File: src/rtl/ifmap_buf_sched_if.sv
// rtl/ifmap_buf_sched_if.sv - handshake bundle between layer control, loader, PE array and the ifmap scheduler
interface ifmap_buf_sched_if #(
    parameter int CNT_W = 8
);
    logic             start;
    logic [CNT_W-1:0] cfg_tiles;
    logic             load_req;
    logic             load_bank;
    logic             load_done;
    logic             compute_start;
    logic             compute_bank;
    logic             complete;
    logic             free_ifmap_buffer;
    logic             busy;
    logic             layer_done;

    modport master (
        output start, cfg_tiles, load_done, complete,
        input  load_req, load_bank, compute_start, compute_bank,
               free_ifmap_buffer, busy, layer_done
    );

    modport slave (
        input  start, cfg_tiles, load_done, complete,
        output load_req, load_bank, compute_start, compute_bank,
               free_ifmap_buffer, busy, layer_done
    );
endinterface

File: src/rtl/ifmap_buf_sched.sv
// rtl/ifmap_buf_sched.sv - ping-pong ifmap buffer scheduler overlapping tile loads with PE compute
module ifmap_buf_sched #(
    parameter int CNT_W = 8
) (
    input  logic               clk,
    input  logic               rst,
    ifmap_buf_sched_if.slave   bus
);
    typedef enum logic {S_IDLE, S_RUN} state_e;
    typedef enum logic [1:0] {B_EMPTY, B_LOADING, B_FULL, B_COMPUTING} bank_e;

    state_e           state_q, state_d;
    bank_e            bank_q [2];
    bank_e            bank_d [2];
    logic             wr_ptr_q, wr_ptr_d;
    logic             rd_ptr_q, rd_ptr_d;
    logic [CNT_W-1:0] cfg_q, cfg_d;
    logic [CNT_W-1:0] loads_q, loads_d;
    logic [CNT_W-1:0] tiles_q, tiles_d;
    logic             load_req_q, load_req_d;
    logic             load_bank_q, load_bank_d;
    logic             compute_start_q, compute_start_d;
    logic             compute_bank_q, compute_bank_d;
    logic             free_q, free_d;
    logic             busy_q, busy_d;
    logic             layer_done_q, layer_done_d;
    logic             any_loading;
    logic             any_computing;
    logic             load_fire;
    logic             cmpl_fire;

    // Next-state: layer FSM, bank lifecycle and issue decisions.
    // Load issue looks only at registered state, so load_req always drops for
    // a cycle after load_done. Compute issue also sees a bank that is finishing
    // its fill this cycle, so compute_start follows load_done with no bubble.
    always_comb begin
        state_d         = state_q;
        bank_d          = bank_q;
        wr_ptr_d        = wr_ptr_q;
        rd_ptr_d        = rd_ptr_q;
        cfg_d           = cfg_q;
        loads_d         = loads_q;
        tiles_d         = tiles_q;
        load_req_d      = load_req_q;
        load_bank_d     = load_bank_q;
        compute_start_d = 1'b0;
        compute_bank_d  = compute_bank_q;
        free_d          = 1'b0;
        busy_d          = busy_q;
        layer_done_d    = 1'b0;
        any_loading     = (bank_q[0] == B_LOADING) || (bank_q[1] == B_LOADING);
        any_computing   = (bank_q[0] == B_COMPUTING) || (bank_q[1] == B_COMPUTING);
        load_fire       = 1'b0;
        cmpl_fire       = 1'b0;

        case (state_q)
            S_IDLE: begin
                if (bus.start) begin
                    if (bus.cfg_tiles == '0) begin
                        layer_done_d = 1'b1;
                    end else begin
                        // Both banks start empty, so bank 0 is filled straight away.
                        state_d     = S_RUN;
                        busy_d      = 1'b1;
                        cfg_d       = bus.cfg_tiles;
                        bank_d[0]   = B_LOADING;
                        bank_d[1]   = B_EMPTY;
                        wr_ptr_d    = 1'b0;
                        rd_ptr_d    = 1'b0;
                        loads_d     = {{(CNT_W-1){1'b0}}, 1'b1};
                        tiles_d     = '0;
                        load_req_d  = 1'b1;
                        load_bank_d = 1'b0;
                    end
                end
            end
            S_RUN: begin
                load_fire = bus.load_done && any_loading;
                cmpl_fire = bus.complete && any_computing;

                if (load_fire) begin
                    bank_d[wr_ptr_q] = B_FULL;
                    wr_ptr_d         = ~wr_ptr_q;
                    load_req_d       = 1'b0;
                end else if (!any_loading && (loads_q < cfg_q) &&
                             (bank_q[wr_ptr_q] == B_EMPTY)) begin
                    bank_d[wr_ptr_q] = B_LOADING;
                    load_req_d       = 1'b1;
                    load_bank_d      = wr_ptr_q;
                    loads_d          = loads_q + 1'b1;
                end

                if (cmpl_fire) begin
                    bank_d[rd_ptr_q] = B_EMPTY;
                    free_d           = 1'b1;
                    rd_ptr_d         = ~rd_ptr_q;
                    tiles_d          = tiles_q + 1'b1;
                    if ((tiles_q + 1'b1) == cfg_q) begin
                        layer_done_d = 1'b1;
                        busy_d       = 1'b0;
                        state_d      = S_IDLE;
                    end
                end else if (!any_computing && (bank_d[rd_ptr_q] == B_FULL)) begin
                    bank_d[rd_ptr_q] = B_COMPUTING;
                    compute_start_d  = 1'b1;
                    compute_bank_d   = rd_ptr_q;
                end
            end
            default: state_d = S_IDLE;
        endcase
    end

    // State and output registers; reset aborts any layer in flight.
    always_ff @(posedge clk) begin
        if (rst) begin
            state_q         <= S_IDLE;
            bank_q[0]       <= B_EMPTY;
            bank_q[1]       <= B_EMPTY;
            wr_ptr_q        <= 1'b0;
            rd_ptr_q        <= 1'b0;
            cfg_q           <= '0;
            loads_q         <= '0;
            tiles_q         <= '0;
            load_req_q      <= 1'b0;
            load_bank_q     <= 1'b0;
            compute_start_q <= 1'b0;
            compute_bank_q  <= 1'b0;
            free_q          <= 1'b0;
            busy_q          <= 1'b0;
            layer_done_q    <= 1'b0;
        end else begin
            state_q         <= state_d;
            bank_q          <= bank_d;
            wr_ptr_q        <= wr_ptr_d;
            rd_ptr_q        <= rd_ptr_d;
            cfg_q           <= cfg_d;
            loads_q         <= loads_d;
            tiles_q         <= tiles_d;
            load_req_q      <= load_req_d;
            load_bank_q     <= load_bank_d;
            compute_start_q <= compute_start_d;
            compute_bank_q  <= compute_bank_d;
            free_q          <= free_d;
            busy_q          <= busy_d;
            layer_done_q    <= layer_done_d;
        end
    end

    assign bus.load_req          = load_req_q;
    assign bus.load_bank         = load_bank_q;
    assign bus.compute_start     = compute_start_q;
    assign bus.compute_bank      = compute_bank_q;
    assign bus.free_ifmap_buffer = free_q;
    assign bus.busy              = busy_q;
    assign bus.layer_done        = layer_done_q;
endmodule

File: src/flat_wrapper.sv
// flat-port wrapper written by rule: the top's interface ports become plain ports
module ifmap_buf_sched_flat 
#(
    parameter int CNT_W = 8
)
  (clk, rst, bus_start, bus_cfg_tiles, bus_load_done, bus_complete, bus_load_req, bus_load_bank, bus_compute_start, bus_compute_bank, bus_free_ifmap_buffer, bus_busy, bus_layer_done);
  ifmap_buf_sched_if #(.CNT_W(CNT_W)) bus_i ();
  input  logic clk;
  input  logic rst;
  input wire logic [$bits(bus_i.start)-1:0] bus_start;
  input wire logic [$bits(bus_i.cfg_tiles)-1:0] bus_cfg_tiles;
  input wire logic [$bits(bus_i.load_done)-1:0] bus_load_done;
  input wire logic [$bits(bus_i.complete)-1:0] bus_complete;
  output wire logic [$bits(bus_i.load_req)-1:0] bus_load_req;
  output wire logic [$bits(bus_i.load_bank)-1:0] bus_load_bank;
  output wire logic [$bits(bus_i.compute_start)-1:0] bus_compute_start;
  output wire logic [$bits(bus_i.compute_bank)-1:0] bus_compute_bank;
  output wire logic [$bits(bus_i.free_ifmap_buffer)-1:0] bus_free_ifmap_buffer;
  output wire logic [$bits(bus_i.busy)-1:0] bus_busy;
  output wire logic [$bits(bus_i.layer_done)-1:0] bus_layer_done;
  assign bus_i.start = bus_start;
  assign bus_i.cfg_tiles = bus_cfg_tiles;
  assign bus_i.load_done = bus_load_done;
  assign bus_i.complete = bus_complete;
  assign bus_load_req = bus_i.load_req;
  assign bus_load_bank = bus_i.load_bank;
  assign bus_compute_start = bus_i.compute_start;
  assign bus_compute_bank = bus_i.compute_bank;
  assign bus_free_ifmap_buffer = bus_i.free_ifmap_buffer;
  assign bus_busy = bus_i.busy;
  assign bus_layer_done = bus_i.layer_done;
  ifmap_buf_sched #(.CNT_W(CNT_W)) u_core (.clk(clk), .rst(rst), .bus(bus_i));
endmodule
File: config.mk
export PLATFORM = sky130hd
export DESIGN_NAME = ifmap_buf_sched_flat
export DESIGN_NICKNAME = d
export VERILOG_FILES = /design/src/rtl/ifmap_buf_sched_if.sv /design/src/rtl/ifmap_buf_sched.sv /design/src/flat_wrapper.sv
export SDC_FILE = /design/constraint.sdc
export NUM_CORES = 1
export LEC_CHECK = 0
export CORE_ASPECT_RATIO = 0.8
export CORE_UTILIZATION = 40
export DETAILED_ROUTE_END_ITERATION = 16
export SYNTH_ARGS = -nofsm -noshare
export SYNTH_HDL_FRONTEND = slang
export SYNTH_SLANG_ARGS = --single-unit
File: constraint.sdc
create_clock -name clk -period 3.8 [get_ports clk]
set_input_delay 0.76 -clock clk [delete_from_list [all_inputs] [get_ports clk]]
set_output_delay 0.76 -clock clk [all_outputs]
set_load 0.01 [all_outputs]
======== Yosys cells after proc, flatten, opt, wreduce, memory -nomap -nowiden ========
Index checks and enable logic that the tools add are counted.
Widths: inputs -> output; s select.
cells by class
  add/subtract/negate cells ............... 2
  multiply operators ...................... 0
  divide/modulo/power cells ............... 0
  $lt $le $gt $ge ......................... 5
  equal/unequal tests ..................... 14
  shifts and indexed selects .............. 0
  muxes and demuxes ....................... 56
  bitwise operators ....................... 16
  reduce and logical (&&, ||, !) cells .... 23
operator list
  operator             count
  $mux 8               7
  $pmux 8 s2           2
  $mux 4               7
  $mux 1               22
  $add 8x1->8 const B  2
  $mux 2               8
  $reduce_and 3->1     5
  $ne 2x2->1 const B   7
  $pmux 1 s2           7
  $eq 8x8->1           1
  $logic_not 8->1      1
  $lt 8x8->1           1
  $pmux 4 s2           1
  $reduce_and 4->1     2
  $logic_and 1x1->1    7
  $eq 2x2->1 const B   3
  $not 1->1            5
  $and 2x2->2          2
  $and 4x4->4          1
  $demux 2 s1          2
  $eq 2x1->1 const B   2
  $ge 2x2->1 const B   2
  $lt 2x1->1 const B   2
  $not 1->2            2
  other kinds (11)     15
word-level totals
  register bits ........................... 38
  bits in latches ......................... 0
  bits in writable memories ............... 0
  ROM bits ................................ 0
  input port bits ......................... 13
  output and inout bits ................... 7
  word-level logic and storage cells ...... 131
  memories kept ........................... 0

======== Longest topological paths before layout ========
  depth in word-level cells ............... 18
  gate-level depth with buffers ........... 9
  gate-level depth less buffers ........... 8

======== Worst setup path after synthesis ========
Ideal clock, no wire load.
  path type ............................... flip-flop to flip-flop
  from .................................... register u_core.cfg_q[5]
  to ...................................... register u_core.loads_q[6]
  setup time .............................. 0.070 ns
  arrival ................................. 2.075 ns
  path slack .............................. 1.655 ns
  cell stages (with the launch flop) ...... 10
  period minus slack after synthesis ...... 2.145 ns
  cell sequence ........................... dfxtp_1 > inv_1 > ha_1 > a2111oi_0 > nor3_1 > a21oi_4 > a31oi_4 > buf_6 > or3_1 > a21oi_1
on the way
  longest elaborated chain between the ends .. 5
ends and longest elaborated chain
  item                               line                    RTL
  start: declaration                 ifmap_buf_sched.sv:17   logic [CNT_W-1:0] cfg_q, cfg_d;
  start signal: assignment           ifmap_buf_sched.sv:136  cfg_q <= cfg_d;
  $lt 8x8->1                         ifmap_buf_sched.sv:85   end else if (!any_loading && (loads_q < cfg_q) &&
  $logic_and 1x1->1 (2 in a row)     ifmap_buf_sched.sv:85
  $ne 2x2->1 (no source line)        -
  $reduce_and 4->1 (no source line)  -
  end signal: assignment             ifmap_buf_sched.sv:137  loads_q <= loads_d;
  end: declaration                   ifmap_buf_sched.sv:18   logic [CNT_W-1:0] loads_q, loads_d;
Every way passes these cells.
A chain may end at the register's enable or synchronous reset.

======== Worst setup path after layout ========
  from .................................... input bus_cfg_tiles[3]
  to ...................................... register u_core.tiles_q[3]
on the way
  longest elaborated chain between the ends .. 3
ends and longest elaborated chain
  item                               line                    RTL
  start: declaration                 flat_wrapper.sv:11      input wire logic [$bits(bus_i.cfg_tiles)-1:0] bus_cfg_tiles;
  $logic_not 8->1                    ifmap_buf_sched.sv:59   if (bus.cfg_tiles == '0) begin
  $ne 2x2->1 (no source line)        -
  $reduce_and 3->1 (no source line)  -
  end signal: assignment             ifmap_buf_sched.sv:138  tiles_q <= tiles_d;
  end: declaration                   ifmap_buf_sched.sv:19   logic [CNT_W-1:0] tiles_q, tiles_d;
Every way passes these cells.

==> summary.md <==
| Metric | Value |
|---|---|
| Cell Int Power | about 0.00061 W |
| Power Dens Cells | roughly 340 mW/mm^2 |
| Vias in the first global route | around 1800 |
| Synth Area in Compound Gates | 22.7% |
| Dpl hpwl | ~3.7 mm |
| All-layer global routing usage | roughly a fifth |
| Hold Crit Start | u_core.bus.compute_bank$_SDFFE_PP0P_ |
| Routed Antenna Nets | 0 |
| Min Clock Period, post-route | 2.63 ns |
| CP peak stage delay | ~0.48 ns |
| Final wirelength | 4.99 mm |
| CTS tree | done |
| Clock latency on the worst-skew pair | roughly 0.29 ns |
| RePlAce Congestion | between 0.8 and 0.9 |
| Crit path max-delay family | simple AND/OR/NAND/NOR gates |
| Status | finished, violations left |
| CP Launch Point | bus_cfg_tiles[3] |
| Max Slew Vio Count | 0 |
| Mapped Nets | 280 |
| Post-synthesis cell type count | 50 |
| Share of cells above drive strength 1 | 8.00% |
| VDD IR max | between 0.15 and 0.2 mV |
| Net Switching | roughly 0.00022 W |
| Crit path max-delay cell type | nor2_1 |
| Largest family of logic cells by synthesized area | simple AND/OR/NAND/NOR gates |
| Fin crit share | just under 70% |
| Clk pwr share | 35.1% |
| Adder-cell share of the synthesized area | under 10% |
| Drt initial violations | 96 |
| Vias per cell | around 5.6 |
| Worst EP arrival | 2.83 ns |
| Wire per inst | 14.8 um |
| Worst R2R Start | u_core.cfg_q[5]$_SDFFE_PP0P_ |
| Leak | 0.882 nW |
| Crit path buf inv count | 1 |
| GRT overflow | 0 |
| Layout Skew | ~0.0036 ns |
| # Post-CTS Setup Buffers | 0 |
| Rows | 23 |
| Mux contribution to synthesized area | 4.67% |
| Crit path kind | input pin to flop |
| Die X | about 84 um |
| Synth Register Bits | 38 |
| Synth-to-layout area growth | 14.4% |
| Total number of vias | 1889 |
| Hold/Removal Path Class | flop to flop |
| Setup_tns | 0 ns |
| Simple-gate area share of the yosys netlist | between 20% and 30% |
| Hold bufs inserted after CTS | 0 |
| Root Buffer | clkbuf_8 |
| Async set-reset flop share out of synthesis | 0% |
| Final worst slack | 1.17 ns |
| Post-CTS resize count | 0 |
| Initial antenna violation count | 0 |
| Die Ht | 67.5 um |
| Pre-CTS setup slack | 0.845 ns |
| Post-synth top flop | dfxtp_1 |
| H-tree Lvls | 2 |
| First-pass GRT wire length | slightly below 9 mm |
| Ys Warns | 0 |
| Syn Inst Count | about 260 |
| CP startpoint kind | input pin |
| Sw frac | 26.9% |
| Post-Syn Area | ~0.0021 mm^2 |
| Crit path max fanout | 9 |
| Layout Nets | roughly 300 |
| Finish-stage setup viols | 0 |
| Fmax | between 0.3 and 0.4 GHz |
| Max_cap viols | 0 |
| Post-synth EDFFs | 0 |
| Least-Margin Pin Slew | 0.866 ns |
| Clock tree buffer depth | 2 |
| Clk pin slew, worst setup/hold paths | about 0.070 ns |
| Hold Fails Final Rpt | 0 |
| Initial core utilization | between 40% and 50% |
| Xor-xnor portion of the synthesized cell area | between 2 and 3% |
| CTS buffer count | 5 |
| Worst EP required | approximately 4.0 ns |
| Drt pass-1 iters | 10 |
| Die area | approximately 0.0057 mm^2 |
| I/O Pins | 20 |
| Mean Syn Cell Area | roughly 8.3 um^2 |
| Core Area | 0.00509 mm^2 |
| Comb pwr share | 13.8% |
| Antenna cell count | 0 |
| Failing checks | design-rule violations |
| PortBufs | 19 |
| Relative slew margins | between 40% and 50% |
| Crit end category | flop |
| CTS sink cnt | 38 |
| DRC violations left | 2 |
| RSZ-0062 raised after global routing | false |
| Sequential Power Share | roughly half |
| Worst-path cell chain | clkdlybuf4s50_1 -> nor4_1 -> nand2_1 -> and3_1 -> nor2_1 -> a21oi_1 -> a211oi_1 |
| Largest net degree at the start of global routing | 24 |
| Register area share after synthesis | about 35% |
==> state kept, by name, summed over array words and instances, names as in the netlist <==
signal and count:
u_core.state_q 1, u_core.bus.compute_start 1, u_core.bus.load_bank 1, u_core.bank_q 4, u_core.bus.free_ifmap_buffer 1, u_core.loads_q 8, u_core.tiles_q 8, u_core.bus.layer_done 1
u_core.cfg_q 8, u_core.bus.busy 1, u_core.bus.load_req 1, u_core.rd_ptr_q 1, u_core.bus.compute_bank 1, u_core.wr_ptr_q 1
==> synthesized netlist by cell type (2+ instances only) <==
cell type	instances	area share (%)
nand4b_1	2	0.82
nor2b_1	5	1.5
dfxtp_1	38	35
and3_1	6	1.8
or3_2	3	1.1
o31ai_1	2	0.70
o21a_1	2	0.70
a21boi_0	2	0.70
nand3_1	9	2.1
a21oi_1	29	6.8
nand3b_1	4	1.4
a2111oi_0	2	0.82
or2_2	4	1.2
nor4_1	2	0.58
and2_1	3	0.88
inv_1	11	1.9
nor3_1	9	2.1
a211oi_1	2	0.70
or2b_1	2	0.70
xor2_1	4	1.6
nor3b_1	3	1.1
a31oi_1	5	1.5
o21ai_0	18	4.2
buf_2	2	0.47
nor2_1	29	5.1
xnor2_1	3	1.2
clkbuf_1	6	1.1
buf_6	2	1.1
nand2_1	5	0.88
nand4_1	2	0.58
or3_1	6	1.8
mux2i_1	10	4.7
ha_1	9	5.3
==> stage by stage <==
step	total power [W]	area (um^2)	hold WS, ns	util, %	cells
2_1_floorplan	0.000512	2140	0.457	-	258
3_3_place_gp	0.000549	2360	0.469	46.3	329
3_5_place_dp	0.000549	2360	0.471	46.3	329
4_1_cts	0.000843	2450	0.488	48.1	337
5_1_grt	0.000872	2450	0.525	48.1	337
6_report	0.000833	2450	0.485	48.1	337
==> kinds of logic (layout without fill, tap and decap cells) <==
family,Yosys count,count (layout)
AND/OR/NAND/NOR,96,96
AO/OA/AOI/OAI,75,75
flip-flops,38,38
buffers and inverters,23,40
multiplexers,10,10
adder cells (fa/ha/maj),9,9
XOR/XNOR,7,7
==> tightest hold or removal path, delay by kind of cell, from the launching register on <==
kind / cells / cell delay [ns]
AO/OA/AOI/OAI: 2 / 0.12
flip-flops: 1 / 0.32
==> placed cells by master, fill, tap and decap left out, types with 2 or more instances in the layout <==
cell type        count
dfxtp_1             38
a21oi_1             29
nor2_1              29
clkdlybuf4s50_1     19
o21ai_0             18
inv_1               11
mux2i_1             10
nor3_1               9
nand3_1              9
ha_1                 9
and3_1               6
or3_1                6
clkbuf_8             6
nand2_1              5
nor2b_1              5
a31oi_1              5
nand3b_1             4
xor2_1               4
or2_2                4
nor3b_1              3
xnor2_1              3
and2_1               3
or3_2                3
or2b_1               2
a2111oi_0            2
nor4_1               2
nand4_1              2
o21a_1               2
nand4b_1             2
a211oi_1             2
a21boi_0             2
o31ai_1              2
buf_4                2
==> routing by layer <==
layer  track usage (%)  vias up  part of all wire, %
li1                  -      970                    -
met1              27.9      875                   52
met5                 0        -                    0
met4              7.76        0                  1.7
met2              29.6       36                   42
met3              3.91        8                  5.1
==> final cells by class <==
class	instances	area, um^2
Clock buffer	7	86.3
Clock inverter	1	5.00
Fill cell	486	2640
Inverter	11	41.3
Multi-Input combinational cell	197	1270
Sequential cell	38	761
Tap cell	62	77.6
Timing Repair Buffer	21	205
==> path summary, 6_finish.rpt <==
check / endpoint / slack [ns] / cells past startpoint
max: u_core.tiles_q[3]$_SDFFE_PP0P_ / 1.17 / 7
min: u_core.bus.compute_bank$_SDFFE_PP0P_ / 0.48 / 2
max reg2reg: u_core.loads_q[7]$_SDFFE_PP0P_ / 1.28 / 8
min reg2reg: u_core.bus.compute_bank$_SDFFE_PP0P_ / 0.48 / 2
==> power groups by stage <==
| stage | Combinational, W | Clock (W) | Sequential (W) |
|---|---|---|---|
| floorplan | 0.0000832 | 0 | 0.000429 |
| global placement | 0.000114 | 0 | 0.000435 |
| detailed placement | 0.000115 | 0 | 0.000435 |
| CTS | 0.000115 | 0.000303 | 0.000425 |
| global route | 0.000129 | 0.000316 | 0.000427 |
| finish | 0.000115 | 0.000293 | 0.000425 |
Power figures use the tool's default switching activity.
